[config.mk]
export PLATFORM = sky130hd
export DESIGN_NAME = serial_subtractor
export DESIGN_NICKNAME = d
export VERILOG_FILES = /design/src/rtl/alu_pkg.sv /design/src/rtl/half_subtractor.sv /design/src/rtl/serial_subtractor.sv
export SDC_FILE = /design/constraint.sdc
export NUM_CORES = 1
export LEC_CHECK = 0
export BUFFER_PORTS_ARGS = -buffer_cell sky130_fd_sc_hd__buf_2
export CAP_MARGIN = 0
export CORE_UTILIZATION = 55
export CTS_CLUSTER_SIZE = 28
export DETAILED_ROUTE_END_ITERATION = 10
export PLACE_DENSITY = 0.78
export SLEW_MARGIN = 15
export SYNTH_ARGS = -nofsm -noshare
export SYNTH_HDL_FRONTEND = slang
export SYNTH_SLANG_ARGS = --single-unit
[constraint.sdc]
create_clock -name clk -period 3.9 [get_ports clk]
set_clock_uncertainty 0.05 [all_clocks]
set_input_delay 0.975 -clock clk [delete_from_list [all_inputs] [get_ports clk]]
set_output_delay 0.975 -clock clk [all_outputs]
set_load 0.02 [all_outputs]
[src/rtl/alu_pkg.sv]
// Shared ALU definitions: FSM encodings and the default datapath width used by
// the adder and subtractor paths.
package alu_pkg;

  localparam int unsigned DefaultWidth = 8;

  typedef enum logic [1:0] {
    S_IDLE = 2'd0,
    S_RUN  = 2'd1,
    S_DONE = 2'd2
  } state_e;

endpackage

[src/rtl/half_subtractor.sv]
// Single-bit half subtractor: x - y with borrow out.
module half_subtractor (
  input  logic x,
  input  logic y,
  output logic diff,
  output logic bout
);

  assign diff = x ^ y;
  assign bout = ~x & y;

endmodule

[src/rtl/serial_subtractor.sv]
// Bit-serial A - B, LSB first, one bit per clock, with start/done handshake
// and unsigned borrow, signed overflow and zero flags.
module serial_subtractor
  import alu_pkg::*;
#(
  parameter int unsigned WIDTH = DefaultWidth
) (
  input  logic             clk,
  input  logic             rst,
  input  logic             start,
  input  logic [WIDTH-1:0] a,
  input  logic [WIDTH-1:0] b,
  output logic             ready,
  output logic             done,
  output logic [WIDTH-1:0] result,
  output logic             borrow,
  output logic             overflow,
  output logic             zero
);

  localparam int unsigned CntW = $clog2(WIDTH) + 1;

  state_e            state_q, state_d;
  logic [WIDTH-1:0]  a_q, b_q, diff_q;
  logic [CntW-1:0]   cnt_q;
  logic              bin_q;
  logic              amsb_q, bmsb_q;
  logic [WIDTH-1:0]  result_q;
  logic              borrow_q, overflow_q, zero_q;

  logic              d1, bout1, d, bout2, bout;
  logic              last;
  logic [WIDTH-1:0]  diff_next;

  // Full-subtract cell: (a0 - b0) first, then subtract the incoming borrow.
  half_subtractor u_hs0 (
    .x    (a_q[0]),
    .y    (b_q[0]),
    .diff (d1),
    .bout (bout1)
  );

  half_subtractor u_hs1 (
    .x    (d1),
    .y    (bin_q),
    .diff (d),
    .bout (bout2)
  );

  assign bout      = bout1 | bout2;
  assign last      = (cnt_q == CntW'(WIDTH - 1));
  assign diff_next = {d, diff_q[WIDTH-1:1]};

  always_comb begin
    state_d = state_q;
    ready   = 1'b0;
    done    = 1'b0;
    case (state_q)
      S_RUN: begin
        if (last) state_d = S_DONE;
      end
      S_DONE: begin
        done    = 1'b1;
        state_d = S_IDLE;
      end
      default: begin
        // Unused encoding 2'd3 behaves as idle.
        ready = 1'b1;
        if (start) state_d = S_RUN;
      end
    endcase
  end

  always_ff @(posedge clk) begin
    if (rst) begin
      state_q    <= S_IDLE;
      a_q        <= '0;
      b_q        <= '0;
      diff_q     <= '0;
      cnt_q      <= '0;
      bin_q      <= 1'b0;
      amsb_q     <= 1'b0;
      bmsb_q     <= 1'b0;
      result_q   <= '0;
      borrow_q   <= 1'b0;
      overflow_q <= 1'b0;
      zero_q     <= 1'b0;
    end else begin
      state_q <= state_d;
      case (state_q)
        S_RUN: begin
          a_q    <= {1'b0, a_q[WIDTH-1:1]};
          b_q    <= {1'b0, b_q[WIDTH-1:1]};
          diff_q <= diff_next;
          bin_q  <= bout;
          cnt_q  <= cnt_q + CntW'(1);
          // Publish on the final bit so outputs are valid while done is high.
          if (last) begin
            result_q   <= diff_next;
            borrow_q   <= bout;
            overflow_q <= (amsb_q != bmsb_q) && (d != amsb_q);
            zero_q     <= (diff_next == '0);
          end
        end
        S_DONE: ;
        default: begin
          if (start) begin
            a_q    <= a;
            b_q    <= b;
            amsb_q <= a[WIDTH-1];
            bmsb_q <= b[WIDTH-1];
            diff_q <= '0;
            cnt_q  <= '0;
            bin_q  <= 1'b0;
          end
        end
      endcase
    end
  end

  assign result   = result_q;
  assign borrow   = borrow_q;
  assign overflow = overflow_q;
  assign zero     = zero_q;

endmodule
Yosys cells after proc, flatten, opt, wreduce, memory -nomap -nowiden:

Index checks and enable logic that the tools add are counted.

* $add $sub $neg: 1
* multipliers: 0
* divide/modulo/power cells: 0
* order comparisons: 0
* eq/ne operators: 6
* shift-type cells: 0
* mux-type cells: 15
* bitwise operators: 9
* reduce and logical (&&, ||, !) cells: 9

Operators with widths (number)
* $pmux W8 S2: 3
* $mux W8: 3
* $logic_not A8 Y1: 1
* $pmux W4 S2: 1
* $reduce_and A2 Y1: 4
* $add A4 B1 Y4 const B: 1
* $eq A4 B3 Y1 const B: 1
* $mux W2: 2
* $mux W4: 1
* $not A1 Y1: 4
* $pmux W2 S2: 1
* $mux W1: 3
* $reduce_bool A3 Y1: 1
* $and A1 B1 Y1: 2
* $eq A2 B1 Y1 const B: 1
* $eq A2 B2 Y1 const B: 1
* $ne A1 B1 Y1: 2
* $ne A2 B2 Y1 const B: 1
* $pmux W1 S2: 1
* $reduce_bool A2 Y1: 1
* $reduce_or A2 Y1: 1
* $xor A1 B1 Y1: 2
* $logic_and A1 B1 Y1: 1
* $or A1 B1 Y1: 1

* bits in registers: 44
* latch bits: 0
* bits in writable memories: 0
* bits in read-only memories: 0
* output and inout bits: 13
* logic and storage cells: 52
* memories: 0

Longest topological paths before layout:

Gate-level depths: netlist (run 1).

* depth in word-level cells: 5
* gate-level depth with buffers: 8
* mapped depth without buffers: 5

Modules after synthesis:

A second synthesis (run 1) with hierarchy kept.

* cells, all modules: 218
* area total of the unflattened synthesis: 1941.9 µm²

By module, submodules not included
* serial_subtractor: times used 1, cells an instance 212, area each 1901.8 µm², sequential area each 860.8 µm²
* half_subtractor: times used 2, cells an instance 3, area each 20.0 µm², sequential area each 0.0 µm²

Worst setup path after synthesis (run 1):

OpenSTA, ideal clock, no wires.

* path kind: input-to-reg
* start point: input port start
* end point: register b_q[2]
* arrival time: 1684 ps
* data required time: 3704 ps
* slack: 2019 ps
* stages on the path: 6
* path buffers: 3
* path through: buf_2 o21ba_1 buf_6 buf_12 nor2_2 a211oi_2

* longest elaborated chain between the ends: 2

RTL lines
* start: declaration: line serial_subtractor.sv:10 `input logic start,`
* $reduce_bool A2 Y1 (no source line)
* $reduce_and A2 Y1 (no source line)
* end signal: assignment: line serial_subtractor.sv:93 `b_q <= {1'b0, b_q[WIDTH-1:1]};`
* end: declaration: line serial_subtractor.sv:24 `logic [WIDTH-1:0] a_q, b_q, diff_q;`

No other way between the ends.
A chain may end at the register's enable or synchronous reset.

Final worst setup path (run 1):

* start point: register state_q[0]
* end point: output port done

* longest elaborated chain between the ends: 2

RTL lines
* start: declaration: line serial_subtractor.sv:23 `state_e state_q, state_d;`
* start signal: assignment: line serial_subtractor.sv:89 `state_q <= state_d;`
* $eq A2 B2 Y1: line serial_subtractor.sv:58 `case (state_q)`
* $mux W1: line serial_subtractor.sv:58
* end: declaration: line serial_subtractor.sv:14 `output logic done,`

No other way between the ends.

==> results of run 1 <==
[through the flow]
stage	instance area, sq um	utilization [%]	power [W]	hold slack, ps	std cells
global route	2200	64.3	0.00101	424	274
floorplan	1990	-	0.000618	390	203
detailed placement	2090	61.2	0.000634	393	266
CTS	2200	64.3	0.000979	412	274
finish	2200	64.3	0.000966	409	274
global placement	2090	61.2	0.000630	392	266
[cells in the final DEF, fill, tap and decap left out, types with 3 or more instances in the layout]
cell type and instances:
a211oi_2 14, a21oi_1 15, a22oi_1 7, buf_2 31, clkbuf_4 5, dfxtp_1 43
ha_1 3, inv_1 5, mux2i_1 15, nand2_1 23, nand2b_1 3, nand3_1 5
nor2_1 21, nor2_2 6, nor2b_1 3
[metal layers]
| layer | routed length (um) | vias to the layer above | GRT usage, % |
|---|---|---|---|
| li1 | - | 759 | - |
| met1 | 1570 | 652 | 22.2 |
| met2 | 1670 | 26 | 34.8 |
| met3 | 115 | 2 | 4.96 |
| met4 | 14 | 0 | 6.10 |
| met5 | 0 | - | 0 |
[registers in the layout, indices dropped and copies added (netlist names), 2 cells and up]
signal   flops
result       8
diff_q       7
b_q          8
cnt_q        4
a_q          8
state_q      2
[final timing paths]
path / end / slack [ps] / depth (start not counted)
worst max-delay path: done / 1560 / 3
worst min-delay path: result[3] / 410 / 2
worst max register to register: a_q[1] / 1880 / 7
worst min register to register: result[3] / 410 / 2
[power by group]
part	switching, W	total, W	internal (W)
registers	0.0000163	0.000479	0.000463
clock network	0.000144	0.000344	0.000199
logic	0.0000804	0.000143	0.0000630
[logic make-up (layout without fill, tap and decap cells)]
logic type,Yosys count,in the layout
AOI/OAI and AO/OA,48,48
adders and majority gates,5,5
buffers and inverters,21,46
DFF,43,43
muxes,15,15
and+or+nand+nor,71,71
[final cells by class]
type	count	area share, %
inverter	5	0.854
timing repair buffer	33	7.74
clock buffer	5	1.71
sequential	43	39.2
multi-input combinational	139	44.8
clock inverter	3	3.08
tap	46	2.62
[worst register-to-register path, cell delays in order, from the launching register on]
cell      delay [ps]
dfxtp_1          350
inv_1             50
ha_1             120
buf_4            310
o21ba_1          430
buf_4            360
nor2_1            90
a211oi_2         190
==> impl_results.md, run 1 <==
* Slew margin rel. at 39.7%
* Synth unique cells at 38
* 1st-iter DRT viols at 71
* # fillers at 308
* Starting Density at 58.4%
* Final Max Tran Viols at 0
* Bufs and invs on worst path at 2
* Delay of the slowest cell on the worst path at 340 ps
* Measured slew at the worst slew-check pin at just over 900 ps
* Hold-fix buffers at CTS at 0
* Kind of critical path: reg2out
* DP Wirelength at 2380 um
* Vias in the first global route at 1372
* Worst-path clk slew at 130 ps
* Worst slack, placed at 1610 ps
* Post-synth EDFFs at 0
* Root buffer cell: clkbuf_4
* Vias/cell at 5.25
* CP max FO at 10
* Critical-path cell list: inv_1, ha_1, buf_2
* Finish-stage setup viols at 0
* Avg Synthesized Cell Area at 9.82 sq um
* Placer Congestion at 0.752
* Sequential cell area at ~860 sq um
* Mux cell area share after synthesis at 7.53%
* Fin Setup TNS at 0 ps
* Die Width at roughly 62 um
* Mapped Cells at 203
* Fmax at 427 MHz
* Initial antenna violation count at 0
* Sink Count at between 40 and 50
* Worst EP required at 2870 ps
* Slowest-stage cell, CP: ha_1
* Worst Path Arrival at 1310 ps
* Multi-input gate area at 985 sq um
* Post-Synth XOR/XNOR Area at 0%
* Yosys warnings at 0
* CTS Buf Count at 5
* Die area at around 3900 sq um
* Die Height at 62.2 um
* Ports at 32
* Top cells by count, synth: dfxtp_1 (43), nand2_1 (23), nor2_1 (21)
* Max-cap viol count at 0
* Main synth FF type: dfxtp_1
* PwrDens at 440 nW/um^2
* Final hold violations at 0
* Share of cells above drive strength 1 at 28.9%
* Period utilization at 60.0%
* Syn_nets at 227
* CTS H-tree lvls at 2
* Simple-Gate Fraction of Synth Area at 17.6%
* Peak VDD IR at roughly 0.28 mV
* Number of remaining DRC errors at 0
* Tightest Hold Check Type: reg2reg
* DRT Wirelength at 3370 um
* Remaining Overflow, GRT at 0
* Final min period at 2340 ps
* Status: finished, final reports clean
* Ys async rst share at 0%
* Area leader, netlist: dfxtp_1
* Post-route ant nets at 0
* Wire per inst at 12.3 um
* Setup bufs post-CTS at 0
* Leakage power at about 0.86 nW
* Post-Synth Adder-Cell Area at 3.89%
* RSZ-0062 raised after global routing: false
* Cts repair resizes at 0
* # diodes at 0
* Combinational family with the most area after synthesis: compound AO/OA/AOI/OAI gates
* Buffers on Ports at 31
* Crit end category: primary output
* Cell area after synthesis at 1990 sq um
* Largest net degree at the start of global routing at 45
* Critical Path Source Type: flop
* Hold_sp: result[3]
* CP delay by family, top: adder cells
* Top-area cell type share of the netlist area at 43.2%
* Global-route wire length before repair at 5940 um
* Max clock buf depth at 2
* TritonCTS clock tree: yes
* Register area share after synthesis at a little over two fifths
* Reg2reg start: state_q[1]
* Worst setup margin at around 1600 ps
* Complex-gate fraction of the synthesized area at 20.4%
* Area growth, synth to finish at 10.2%
* Clock Latency Late Sink at between 300 and 400 ps
* Site row count at 21
* Via count at approximately 1400
* 1st-pass router iterations at 5
* Overall Global Routing Usage at 19.3%
* Fin nets at 251
* Critical Path Source: state_q[0]
* Core area at 3420 sq um
* Synth Register Bits at 43
* Most common cell in the netlist: dfxtp_1
* Synth top area cells: dfxtp_1 (43%), a211oi_2 (8.8%), mux2i_1 (7.5%), nand2_1 (4.3%), nor2_1 (4.0%)
No activity file was read; power rests on OpenSTA's default activity.
==> inputs of run 2 (changes only) <==
- CORE_UTILIZATION: 55 -> 50
- PLACE_DENSITY: 0.78 -> 0.75
- clock period: 3.9 -> 2 ns (I/O delays scaled with it)
==> impl_results.md, run 2 (same netlist as run 1, synthesis figures left out) <==
* Finish-stage setup viols at 0 (unchanged)
* Kind of critical path: reg2out
* Overall Global Routing Usage at 18.6% (-0.66 points)
* Sequential power share at 52.5% (+2.9 points)
* Non-filler instance count after layout at 280 (+2.2%)
* Int Pwr at 0.00128 W (+77%)
* TritonCTS clock tree: yes
* Placer Congestion at 0.716 (-4.8%)
* 1st-pass router iterations at 6 (+1)
* Clock Latency Late Sink at 300 ps (-60 ps)
* Pwr Total at 0.00178 W (+84%)
* Period utilization at slightly above 90%
* Number of remaining DRC errors at 0 (unchanged)
* Status: finished, final reports clean
* Ports at 32 (unchanged)
* Leakage power at 0.877 nW (+2.2%)
* Sink Count at 43 (unchanged)
* Remaining Overflow, GRT at 0 (unchanged)
* Switching Fraction at 28.0% (+3.0 points)
* Die area at 4240 sq um (+9.7%)
* Logic pwr share at 16.9% (+2.1 points)
* # diodes at 0 (unchanged)
* Die Height at 65.1 um (+4.7%)
* Measured slew at the worst slew-check pin at 567 ps (-337 ps)
* Peak VDD IR at 0.388 mV (+38%)
* Commonest non-fill, non-tap cell in the layout: dfxtp_1
* Die Width at 65.1 um (+4.7%)
* Site row count at 22 (+4.8%)
* Fmax at about 540 MHz
* Core area at 3740 sq um (+9.6%)
* Root buffer cell: clkbuf_8
* Tightest Hold Check Type: reg2reg
* Vias/cell at 5.31 (+1.2%)
* Worst-path clk slew at 80 ps (-50 ps)
* Hold-fix buffers at CTS at 0 (unchanged)
* Commonest non-fill, non-tap cells in the layout: dfxtp_1 (43), buf_2 (31), nand2_1 (23), nor2_1 (21)
* Hold path cells at 2 (unchanged)
* 1st-iter DRT viols at 83 (+17%)
* CP max FO at 7 (-3)
* Vias in the first global route at 1386 (+1.0%)
* Fin Setup TNS at 0 ps (unchanged)
* Setup bufs post-CTS at 0 (unchanged)
* RSZ-0062 raised after global routing: false
* CTS H-tree lvls at 2 (unchanged)
* Final min period at 1860 ps
* Fin nets at 255 (+1.6%)
* Crit end category: primary output
* Final hold violations at 0 (unchanged)
* Wire per inst at 12.8 um (+3.8%)
* R2R depth at 4 (-3)
* Share of cells above drive strength 1 at 30.2% (+1.2 points)
* Post-route ant nets at 0 (unchanged)
* Largest net degree at the start of global routing at 26 (-42%)
* Via count at 1488 (+3.4%)
* Starting Density at 53.2% (-5.1 points)
* Dpl cells at 272 (+2.3%)
* Buffers on Ports at 31 (unchanged)
* Final Max Tran Viols at 0 (unchanged)
* Cts repair resizes at 0 (unchanged)
* Worst Path Arrival at 1310 ps (about the same)
* P_sw at 0.000497 W (+110%)
* Worst EP required at 1450 ps (-1420 ps)
* CTS Buf Count at 5 (unchanged)
* Slew margin rel. at 62.1% (+22 points)
* Critical Path Source Type: flop
* Worst slack, placed at 222 ps (-1390 ps)
* Max clock buf depth at 2 (unchanged)
* Area growth, synth to finish at 12.3%
* Initial antenna violation count at 0 (unchanged)
* # fillers at 350 (+14%)
* PwrDens at 794 nW/um^2 (+81%)
* Clk pwr share at 30.7% (-4.9 points)
* Global-route wire length before repair at 6000 um (+0.94%)
* Max-cap viol count at 0 (unchanged)
* DRT Wirelength at 3570 um (+6.0%)
* Worst setup margin at 137 ps (-1420 ps)
* DP Wirelength at 2460 um (+3.5%)
-- run 2: worst paths after layout --
| check | from | endpoint | slack [ps] |
|---|---|---|---|
| max | state_q[0] | done | 140 |
| min | result[0] | result[0] | 400 |
| max reg2reg | a_q[0] | overflow | 200 |
| min reg2reg | result[0] | result[0] | 400 |
-- run 2: cell type report --
| type | instances | area, sq um | area share (%) |
|---|---|---|---|
| Clock inverter | 3 | 20.0 | 0.894 |
| Inverter | 5 | 18.8 | 0.838 |
| Multi-Input combinational cell | 139 | 985 | 44.0 |
| Clock buffer | 5 | 68.8 | 3.07 |
| Tap cell | 48 | 60.1 | 2.68 |
| Sequential cell | 43 | 861 | 38.5 |
| Timing Repair Buffer | 37 | 225 | 10.1 |
-- run 2: critical path, stage by stage (launching register included) --
cell	delay (ps)
dfxtp_1	320
inv_1	70
ha_1	290
buf_4	180
buf_2	160
-- run 2: power by group through the flow --
stage / combinational, W / clock [W] / sequential (W)
after floorplan: 0.000260 / 0 / 0.000945
after global placement: 0.000293 / 0 / 0.000952
after detailed placement: 0.000300 / 0 / 0.000953
after CTS: 0.000303 / 0.000556 / 0.000933
after global routing: 0.000331 / 0.000590 / 0.000939
final: 0.000300 / 0.000545 / 0.000932
-- run 2: layer usage --
layer | share of wire (%) | vias up | track usage, %
met2 | 47 | 24 | 29.6
met1 | 48 | 696 | 23.2
met3 | 3.8 | 6 | 5.90
met4 | 1.5 | 0 | 8.15
li1 | - | 762 | -
met5 | 0 | - | 0
-- run 2: per-stage QoR --
stage,cell area [sq um],util (%),hold WS [ps]
floorplan,1990,-,390
CTS,2240,59.8,408
global route,2240,59.8,428
global placement,2150,57.4,392
detailed placement,2150,57.4,396
finish,2240,59.8,404
